--- src/rtl/pc_word_assembler_pkg.sv ---
// PC protocol package: word geometry, padding code default, PC word layout
// and the halfword-alignment state shared by the assembler.
package pc_word_assembler_pkg;

  localparam int unsigned NPCcode   = 8;
  localparam int unsigned NPCdata   = 24;
  localparam int unsigned NPCword   = NPCcode + NPCdata;
  localparam int unsigned NHostword = NPCword / 2;

  localparam logic [NPCcode-1:0] NOPcode_DEFAULT = '0;

  typedef struct packed {
    logic [NPCcode-1:0] code;
    logic [NPCdata-1:0] payload;
  } pc_word_t;

  typedef enum logic {
    H_EMPTY,
    H_FULL
  } half_state_t;

  function automatic logic [NPCcode-1:0] pc_code(input pc_word_t w);
    return w.code;
  endfunction

endpackage

--- src/rtl/pc_word_out_reg.sv ---
// Single-entry valid/ack output register for PC-side sources. A load wins
// over a same-edge drain, so the slot is refilled without a bubble.
module pc_word_out_reg #(
  parameter int unsigned W = 32
) (
  input  logic         clk,
  input  logic         reset,
  input  logic         load,
  input  logic [W-1:0] load_d,
  output logic         ready,
  output logic [W-1:0] d,
  output logic         v,
  input  logic         a
);

  logic [W-1:0] out_reg;
  logic         out_v;

  always_ff @(posedge clk or posedge reset) begin
    if (reset) begin
      out_reg <= '0;
      out_v   <= 1'b0;
    end else if (load) begin
      out_reg <= load_d;
      out_v   <= 1'b1;
    end else if (a) begin
      out_v   <= 1'b0;
    end
  end

  assign ready = ~out_v | a;
  assign d     = out_reg;
  assign v     = out_v;

endmodule

--- src/rtl/pc_word_assembler.sv ---
// Assembles host halfwords (high half first) into 32-bit PC words.
// Optional PC_WORD_ASSEMBLER_NOP_DROP_EN discards and counts NOPcode words.
module pc_word_assembler
  import pc_word_assembler_pkg::*;
#(
  parameter logic [NPCcode-1:0] NOPcode = NOPcode_DEFAULT
) (
  input  logic                 clk,
  input  logic                 reset,
  input  logic [NHostword-1:0] host_in_d,
  input  logic                 host_in_v,
  output logic                 host_in_a,
  output logic [NPCword-1:0]   PC_word_d,
  output logic                 PC_word_v,
  input  logic                 PC_word_a,
  input  logic                 flush,
  output logic [15:0]          nop_dropped
);

`ifdef PC_WORD_ASSEMBLER_NOP_DROP_EN
  localparam bit NOP_EN = 1'b1;
`else
  localparam bit NOP_EN = 1'b0;
`endif

  half_state_t          state, state_nxt;
  logic                 half_v;
  logic [NHostword-1:0] hi_reg;
  logic                 accept, complete, drop, load, out_ready;
  pc_word_t             word;

  assign host_in_a = ~flush & (~half_v | out_ready);
  assign accept    = host_in_v & host_in_a;
  assign complete  = accept & half_v;
  assign word      = pc_word_t'({hi_reg, host_in_d});
  assign drop      = NOP_EN & (pc_code(word) == NOPcode);
  assign load      = complete & ~drop;

  always_ff @(posedge clk or posedge reset) begin
    if (reset) state <= H_EMPTY;
    else       state <= state_nxt;
  end

  // flush only ever discards the held high half; the output slot is untouched
  always_comb begin
    state_nxt = state;
    case (state)
      H_EMPTY: if (accept)          state_nxt = H_FULL;
      H_FULL:  if (flush || accept) state_nxt = H_EMPTY;
      default:                      state_nxt = H_EMPTY;
    endcase
  end

  always_comb begin
    half_v = (state == H_FULL);
  end

  always_ff @(posedge clk or posedge reset) begin
    if (reset)                hi_reg <= '0;
    else if (accept && !half_v) hi_reg <= host_in_d;
  end

  pc_word_out_reg #(.W(NPCword)) u_out (
    .clk    (clk),
    .reset  (reset),
    .load   (load),
    .load_d (word),
    .ready  (out_ready),
    .d      (PC_word_d),
    .v      (PC_word_v),
    .a      (PC_word_a)
  );

`ifdef PC_WORD_ASSEMBLER_NOP_DROP_EN
  logic [15:0] nop_cnt;

  always_ff @(posedge clk or posedge reset) begin
    if (reset)                                   nop_cnt <= '0;
    else if (complete && drop && nop_cnt != '1)  nop_cnt <= nop_cnt + 16'd1;
  end

  assign nop_dropped = nop_cnt;
`else
  assign nop_dropped = '0;
`endif

endmodule
--- config.mk ---
export PLATFORM = sky130hd
export DESIGN_NAME = pc_word_assembler
export DESIGN_NICKNAME = d
export VERILOG_FILES = /design/src/rtl/pc_word_assembler_pkg.sv /design/src/rtl/pc_word_out_reg.sv /design/src/rtl/pc_word_assembler.sv
export SDC_FILE = /design/constraint.sdc
export NUM_CORES = 1
export LEC_CHECK = 0
export CAP_MARGIN = 15
export CORE_MARGIN = 2
export CORE_UTILIZATION = 44
export CTS_BUF_LIST = sky130_fd_sc_hd__clkbuf_16
export DETAILED_ROUTE_END_ITERATION = 10
export GPL_TIMING_DRIVEN = 1
export PLACE_DENSITY = 0.9
export SLEW_MARGIN = 20
export SYNTH_ARGS = -nofsm -noshare
export SYNTH_HDL_FRONTEND = slang
export SYNTH_SLANG_ARGS = --single-unit
export TNS_END_PERCENT = 5
--- constraint.sdc ---
create_clock -name clk -period 1.6 [get_ports clk]
set_input_delay 0.16 -clock clk [delete_from_list [all_inputs] [get_ports clk]]
set_output_delay 0.16 -clock clk [all_outputs]
set_load 0.05 [all_outputs]
Word-level counts from Yosys, hierarchy flattened. Index checks and enable logic that the tools add are counted.

Multiplexer cells: 5. Bitwise gates (word level): 8. Reductions and logical operators: 4.

Operators with widths (number): 1-bit 2-to-1 mux (4); 1-bit AND (3); 1-bit inverter (3); 1-bit bitwise OR (2); 1-bit case mux with 2 select lines (1); 2-bit nonzero test (1); 1-bit logical AND (1); 1-bit zero test (1); 1-bit logical OR (1).

Flip-flop bits (word level): 50. Bits of input ports: 21. Output and inout port bits: 50. Word-level logic and storage cells: 21.

Logic depth before layout (Yosys ltp). Gate-level depths: netlist (run 1).

Depth in word-level cells: 8. Gate-level depth with buffers: 4. Depth with buffers taken out: 3.

Cells and area by module. A second synthesis (run 1) with hierarchy kept.

Cells, all modules: 130. Area total of the unflattened synthesis: 2183.3 um^2.

Modules (own cells, without submodules): pc_word_out_reg (instances 1, cells an instance 72, area an instance 1382.6 um^2); pc_word_assembler (instances 1, cells an instance 58, area an instance 800.8 um^2).

Worst setup path before layout (run 1). OpenSTA, ideal clock, no wires.

Path kind: flip-flop to output port. Start point: register u_out.out_v, in the netlist u_out.v. End point: output port host_in_a. Arrival: 1.607 ns. Required time: 1.440 ns. Path slack: -0.167 ns. Stages on the path, launching flop included: 3. Buffers on the path: 0. Cell sequence: dfrtp_1 > nor2b_1 > a21oi_1.

Cells in the longest elaborated chain, start to end: 4.

RTL lines: start, declared (line pc_word_out_reg.sv:17) `logic out_v;`; start signal, assigned (line pc_word_out_reg.sv:22) `out_v <= 1'b0;`; start signal, assigned (line pc_word_out_reg.sv:25) `out_v <= 1'b1;`; start signal, assigned (line pc_word_out_reg.sv:27) `out_v <= 1'b0;`; 1-bit inverter (line pc_word_out_reg.sv:31) `assign ready = ~out_v | a;`; 1-bit bitwise OR (line pc_word_out_reg.sv:31); 1-bit bitwise OR (line pc_word_assembler.sv:32) `assign host_in_a = ~flush & (~half_v | out_ready);`; 1-bit AND (line pc_word_assembler.sv:32); end, declared (line pc_word_assembler.sv:12) `output logic host_in_a,`.

No other way between the ends.

Worst setup path in the final report (run 1).
Start point: register u_out.out_v, in the netlist u_out.v. End point: register u_out.out_reg[24], in the netlist u_out.d[24].

Cells in the longest elaborated chain, start to end: 6.

RTL lines: 1-bit inverter (line pc_word_out_reg.sv:31); 1-bit bitwise OR (line pc_word_out_reg.sv:31); 1-bit bitwise OR (line pc_word_assembler.sv:32); 1-bit AND (line pc_word_assembler.sv:32); 1-bit AND (line pc_word_assembler.sv:33) `assign accept = host_in_v & host_in_a;`; 1-bit AND (line pc_word_assembler.sv:34) `assign complete = accept & half_v;`; end signal, assigned (line pc_word_out_reg.sv:24) `out_reg <= load_d;`; end, declared (line pc_word_out_reg.sv:16) `logic [W-1:0] out_reg;`.

No other way between the ends. A chain may end at the register's enable or synchronous reset.

==> impl_metrics.toml, run 1 <==
[detailed_routing]
vias = 1184
drcViolationCount = 0
antenna_left = 0
post_drt_wl_per_cell_um = 14.1
vias_per_cell = 4.83
first_pass_iters = 4
drt_wl_total_mm = 3.45
first_iter_violations = 27

[floorplanning]
io_pins = 71
std_cell_rows = 24
coreArea_mm2 = 0.00438
fp.dieW_um = 71.9
die_h_um = 71.9
initial_core_util = 0.463
dieArea_mm2 = 0.00517

[critical_path]
crit_family = "simple AND/OR/NAND/NOR gates"
critical_path_class = "flip-flop to flip-flop"
crit_path_start_kind = "flip-flop"
cp_data_required_time_ns = 1.76
arrival_ns = 1.64
slowest_stage = "dfrtp_1"
critPathMaxStageDelay_ns = 0.38
critPathBufInv = 1
crit_chain = "nor2b_1, nor3_4, buf_4, mux2_2"
ff2ff_setup_slack_ns = 0.12
cp-end-kind = "flip-flop"
crit_path_max_fanout = 11

[cts]
htreeDepth = 2
clk_pin_slew_ns = 0.06
cts_root_buf = "clkbuf_16"
cts-buffers-inserted = 5
cts_sinks = 50
clock_latency_ns = 0.28
cts_setup_buffers = 0
hold_buffers = 0
cts_resized = 0
cts_max_path_buffers = 2
cts_tree = "done"

[power_and_ir_drop]
p_int_w = 0.00287
powerDensity_mw_per_mm2 = 1800
power_leakage_nw = 1.23
swShare = 0.404
power_frac_seq = 0.374
irDropWorstVdd_mv = 1.07
p_sw_w = 0.00195
p_clk_frac = 0.203
comb_power_share = 0.423

[timing]
final-hold-violation-count = 0
drv_slew = 0
finalClockSkew_ns = 0.00592
fin_ws_ns = 0.121
grt_setup_unrepaired = "false"
min_period_over_period = 0.924
whs_ns = 0.224
setup_viol = 0
fin_crit_ns = 1.48
clock.fmax_mhz = 676

[grt]
overflow = 0
track_usage = 0.146
antenna_found_initial = 0
grt.met1_usage = 0.181
grtUsageMet3 = 0.0639
grt-busiest-layer = "met2"
grt_use_met2 = 0.233
grt_pass1_vias = 1227
grt_pass1_wl_mm = 5.80
grt_max_degree = 51

[logic_synthesis]
syn-instance-count = 129
ys_types = 14
synthTopCellsByArea = "dfrtp_1 62%, mux2_2 27%, buf_4 6.3%"
syn_area_mm2 = 0.00203
synth.largest_area_cell = "dfrtp_1"
yosysSeqAreaShare = 0.617
synth_warnings = 0
syn_area_per_cell_um2 = 15.7
ys_ff_latch = 50
yosysTopAreaCellShare = 0.617

[run_status]
status = "finished, final reports clean"

[place]
placed_cells = 237
post-place-ws_ns = -0.0994
gp_congestion = 0.777
io_buffers = 54
dpl.hpwl_mm = 2.48

[layout]
post-route-util = 0.610
fill_cells = 341
layout_commonest_cell = "dfrtp_1"
n_antenna_cell = 0
final_cells = 245
register_area_mm2 = 0.00125
num-nets-final = 213
layout_common_cells = "50 x dfrtp_1, 48 x mux2_2, 38 x buf_4"
largest_reg_flops = 32
multiInputGateArea_um2 = 673
area_delta_synth_final_pct = 31.9
layout-drive-gt1-share = 0.518

[worst_hold_path]
hold_class = "primary input to asynchronous set/reset pin"

[job]
drv_cap = 0
==> worst paths after layout <==
kind / from / end / cells past startpoint
min reg2reg: hi_reg[7] / u_out.d[23] / 1
min in group clk: hi_reg[7] / u_out.d[23] / 1
max: u_out.v / u_out.d[24] / 4
max reg2reg: u_out.v / u_out.d[24] / 4
min: reset / u_out.d[1] / 3
max in group asynchronous: reset / u_out.d[4] / 3
==> layer usage <==
| metal | routed length, µm | up-vias |
|---|---|---|
| met5 | 0 | - |
| met3 | 326 | 2 |
| met2 | 1730 | 45 |
| li1 | - | 540 |
| met4 | 16 | 0 |
| met1 | 1370 | 597 |
==> cell families after synthesis <==
logic type / after synthesis / share of synthesized area
mux: 48 / 0.266
flops: 50 / 0.617
other cells: 1 / 0.00185
compound gates: 1 / 0.00246
simple gates: 8 / 0.0314
buf+inv: 21 / 0.0814
==> cell usage after synthesis, drive strengths merged <==
| cell | number |
|---|---|
| a21oi | 1 |
| buf | 20 |
| conb | 1 |
| dfrtp | 50 |
| inv | 1 |
| mux2 | 48 |
| nand2 | 1 |
| nor2 | 2 |
| nor2b | 1 |
| nor3 | 2 |
| nor3b | 1 |
| or2 | 1 |
==> worst min-delay path, delay by kind of cell <==
family / cells / cell delay [ns]
buffers and inverters: 3 / 0.73
==> metrics by stage <==
| step | power [W] | instance area, µm² | TNS [ns] |
|---|---|---|---|
| finish | 0.00482 | 2680 | 0 |
| detailed placement | 0.00389 | 2540 | -2.57 |
| global placement | 0.00384 | 2540 | -1.26 |
| floorplan | 0.00327 | 2090 | -4.18 |
| CTS | 0.00489 | 2680 | 0 |
| global route | 0.00504 | 2680 | 0 |
==> power groups by stage <==
| stage | Clock (W) | Sequential, W | Combinational, W |
|---|---|---|---|
| after global placement | 0 | 0.00182 | 0.00202 |
| after CTS | 0.00102 | 0.00181 | 0.00206 |
| after detailed placement | 0 | 0.00183 | 0.00206 |
| after global routing | 0.00107 | 0.00185 | 0.00212 |
| final | 0.000976 | 0.00180 | 0.00204 |
| after floorplan | 0 | 0.00278 | 0.000487 |
==> cell type report <==
class | instances | share of cell area
inverter | 1 | 0.00140
tap | 52 | 0.0243
clock inverter | 3 | 0.00468
sequential | 50 | 0.468
clock buffer | 5 | 0.0468
multi-input combinational | 73 | 0.252
timing repair buffer | 61 | 0.204
Power figures use the tool's default switching activity.
==> inputs of run 2 (changes only) <==
--- a/config.mk
+++ b/config.mk
@@ -7,13 +7,14 @@
 export LEC_CHECK = 0
 export CAP_MARGIN = 15
 export CORE_MARGIN = 2
-export CORE_UTILIZATION = 44
+export CORE_UTILIZATION = 46
 export CTS_BUF_LIST = sky130_fd_sc_hd__clkbuf_16
 export DETAILED_ROUTE_END_ITERATION = 10
 export GPL_TIMING_DRIVEN = 1
-export PLACE_DENSITY = 0.9
+export PLACE_DENSITY = 0.92
 export SLEW_MARGIN = 20
 export SYNTH_ARGS = -nofsm -noshare
 export SYNTH_HDL_FRONTEND = slang
+export SYNTH_HIERARCHICAL = 1
 export SYNTH_SLANG_ARGS = --single-unit
 export TNS_END_PERCENT = 5
==> run 2 against run 1 <==
Clock power grew 2%. Critical endpoint is now u_out/d[19]. Die area grew 2.7%. Total power grew 3.9%. Critical path depth is the same. Design area grew 5.6%. First-iteration DRC count grew 26%. Combinational power grew 6%. Critical path type unchanged. Wire length grew 4.7%. Flip-flop and latch count is the same. Register-to-register slack gained 0.03 ns.
==> impl_metrics.toml, run 2 <==
[run_status]
status = "finished, final reports clean"

[detailed_routing]
first_iter_violations = 34
post_drt_wl_per_cell_um = 14.4
vias_per_cell = 4.67
vias = 1168
drcViolationCount = 0
drt_wl_total_mm = 3.61
first_pass_iters = 4
antenna_left = 0

[timing]
clock.fmax_mhz = 688
fin_ws_ns = 0.147
finalClockSkew_ns = 0.00538
grt_setup_unrepaired = "false"
setup_viol = 0
min_period_over_period = 0.908
final-hold-violation-count = 0
fin_crit_ns = 1.45
drv_slew = 0

[critical_path]
ff2ff_setup_slack_ns = 0.15
r2r_end = "u_out/d[19]"
crit_path_max_fanout = 14
rr_worst_depth = 4
reg2reg_from = "u_out/v"
slowest_stage = "dfrtp_1"
critical_path_class = "flip-flop to flip-flop"
cp-end-kind = "flip-flop"
cp_data_required_time_ns = 1.76
startpoint = "u_out/v"
crit_path_start_kind = "flip-flop"
crit_chain = "nand2b_1, and4b_2, buf_12, mux2_4"
critPathMaxStageDelay_ns = 0.40
arrival_ns = 1.62

[floorplanning]
coreArea_mm2 = 0.00466
fp.dieW_um = 72.9
initial_core_util = 0.468
std_cell_rows = 25
dieArea_mm2 = 0.00531
io_pins = 71
die_h_um = 72.9

[logic_synthesis]
yosysMostFrequentCell = "dfrtp_1"
syn_area_per_cell_um2 = 16.8
syn-instance-count = 130
syn_area_mm2 = 0.00218
ys_ff_latch = 50
synth_warnings = 6
synth.largest_area_cell = "dfrtp_1"
ys_types = 15
yosysTopAreaCellShare = 0.573
synthFlopType = "dfrtp_1"
synthTopCellsByArea = "dfrtp_1 57%, mux2_4 20%, mux2_2 9.8%"
synth-async-reset-ratio = 1.00
synth_commonest_cells = "50 x dfrtp_1, 29 x mux2_4, 19 x mux2_2"
yosysSeqAreaShare = 0.573
synth_edf_count = 0

[cts]
cts_tree = "done"
htreeDepth = 2
hold_buffers = 0
cts_sinks = 50
cts_resized = 0
cts-buffers-inserted = 5
cts_root_buf = "clkbuf_16"
clock_latency_ns = 0.28
cts_setup_buffers = 0
clk_pin_slew_ns = 0.06
cts_max_path_buffers = 2

[layout]
layout_commonest_cell = "dfrtp_1"
layout-drive-gt1-share = 0.520
final_cells = 250
area_delta_synth_final_pct = 29.5
num-nets-final = 216
n_antenna_cell = 0
largest_reg_flops = 32
layout_common_cells = "50 x dfrtp_1, 40 x buf_4, 29 x mux2_4"

[power_and_ir_drop]
powerDensity_mw_per_mm2 = 1770
power_leakage_nw = 1.34
irDropWorstVdd_mv = 1.17

[grt]
grt_pass1_wl_mm = 5.94
overflow = 0
grt_max_degree = 24
grt_pass1_vias = 1179
track_usage = 0.151
antenna_found_initial = 0

[place]
io_buffers = 54
dpl.hpwl_mm = 2.76
placed_cells = 242
gp_congestion = 0.674
post-place-ws_ns = -0.0965

[job]
drv_cap = 0

[worst_hold_path]
hold_class = "primary input to asynchronous set/reset pin"
[run 2: cell count changes in the layout (fill, tap and decap cells not counted), sizes merged, moves of 2 or more]
cell    change
buf         +3
nand2b      +2
nor2        -2
nor3        -2
[run 2: through the flow]
step | power [W] | hold WS, ns | TNS [ns] | area [µm²] | util
2_1_floorplan | 0.00343 | 0.0861 | -3.12 | 2240 | -
3_3_place_gp | 0.00400 | 0.484 | -2.40 | 2690 | 0.576
3_5_place_dp | 0.00405 | 0.490 | -3.32 | 2690 | 0.576
4_1_cts | 0.00506 | 0.207 | 0 | 2830 | 0.606
5_1_grt | 0.00522 | 0.247 | 0 | 2830 | 0.606
6_report | 0.00501 | 0.205 | 0 | 2830 | 0.606
[run 2: metal layers]
layer / global-route usage / vias up / wire length [µm]
met2: 0.241 / 40 / 1780
met4: 0.0494 / 0 / 34
met3: 0.0428 / 6 / 180
met1: 0.198 / 583 / 1610
li1: - / 539 / -
met5: 0 / - / 0
[run 2: report_power, final]
part           total [W]  internal (W)  switching [W]
clock           0.000996      0.000570       0.000426
combinational    0.00217      0.000830        0.00134
sequential       0.00184       0.00162       0.000217
[run 2: worst max-delay path, delay by kind of cell (launching register included)]
kind,cells,cell delay (ns)
multiplexers,1,0.31
buffers and inverters,1,0.19
flip-flops,1,0.40
AND/OR/NAND/NOR,2,0.44
[run 2: cells by family after synthesis]
group / share of synthesized area
AO/OA/AOI/OAI: 0.00860
buffers and inverters: 0.0997
flip-flops: 0.573
multiplexers: 0.297
AND/OR/NAND/NOR: 0.0195
other: 0.00172
[run 2: layout make-up]
type / count / area (µm²)
Fill cell: 369 / 1830
Sequential cell: 50 / 1250
Multi-Input combinational cell: 71 / 774
Timing Repair Buffer: 64 / 581
Clock buffer: 5 / 125
Tap cell: 54 / 67.6
Clock inverter: 3 / 16.3
Inverter: 3 / 11.3
[run 2: how the worst max path moves through the flow]
stage	end	cells past startpoint
floorplan	u_out/d[0]	5
finish	u_out/d[19]	4
detailed placement	u_out/d[19]	5
global route	u_out/d[3]	3
global placement	u_out/d[23]	5
CTS	u_out/d[19]	4
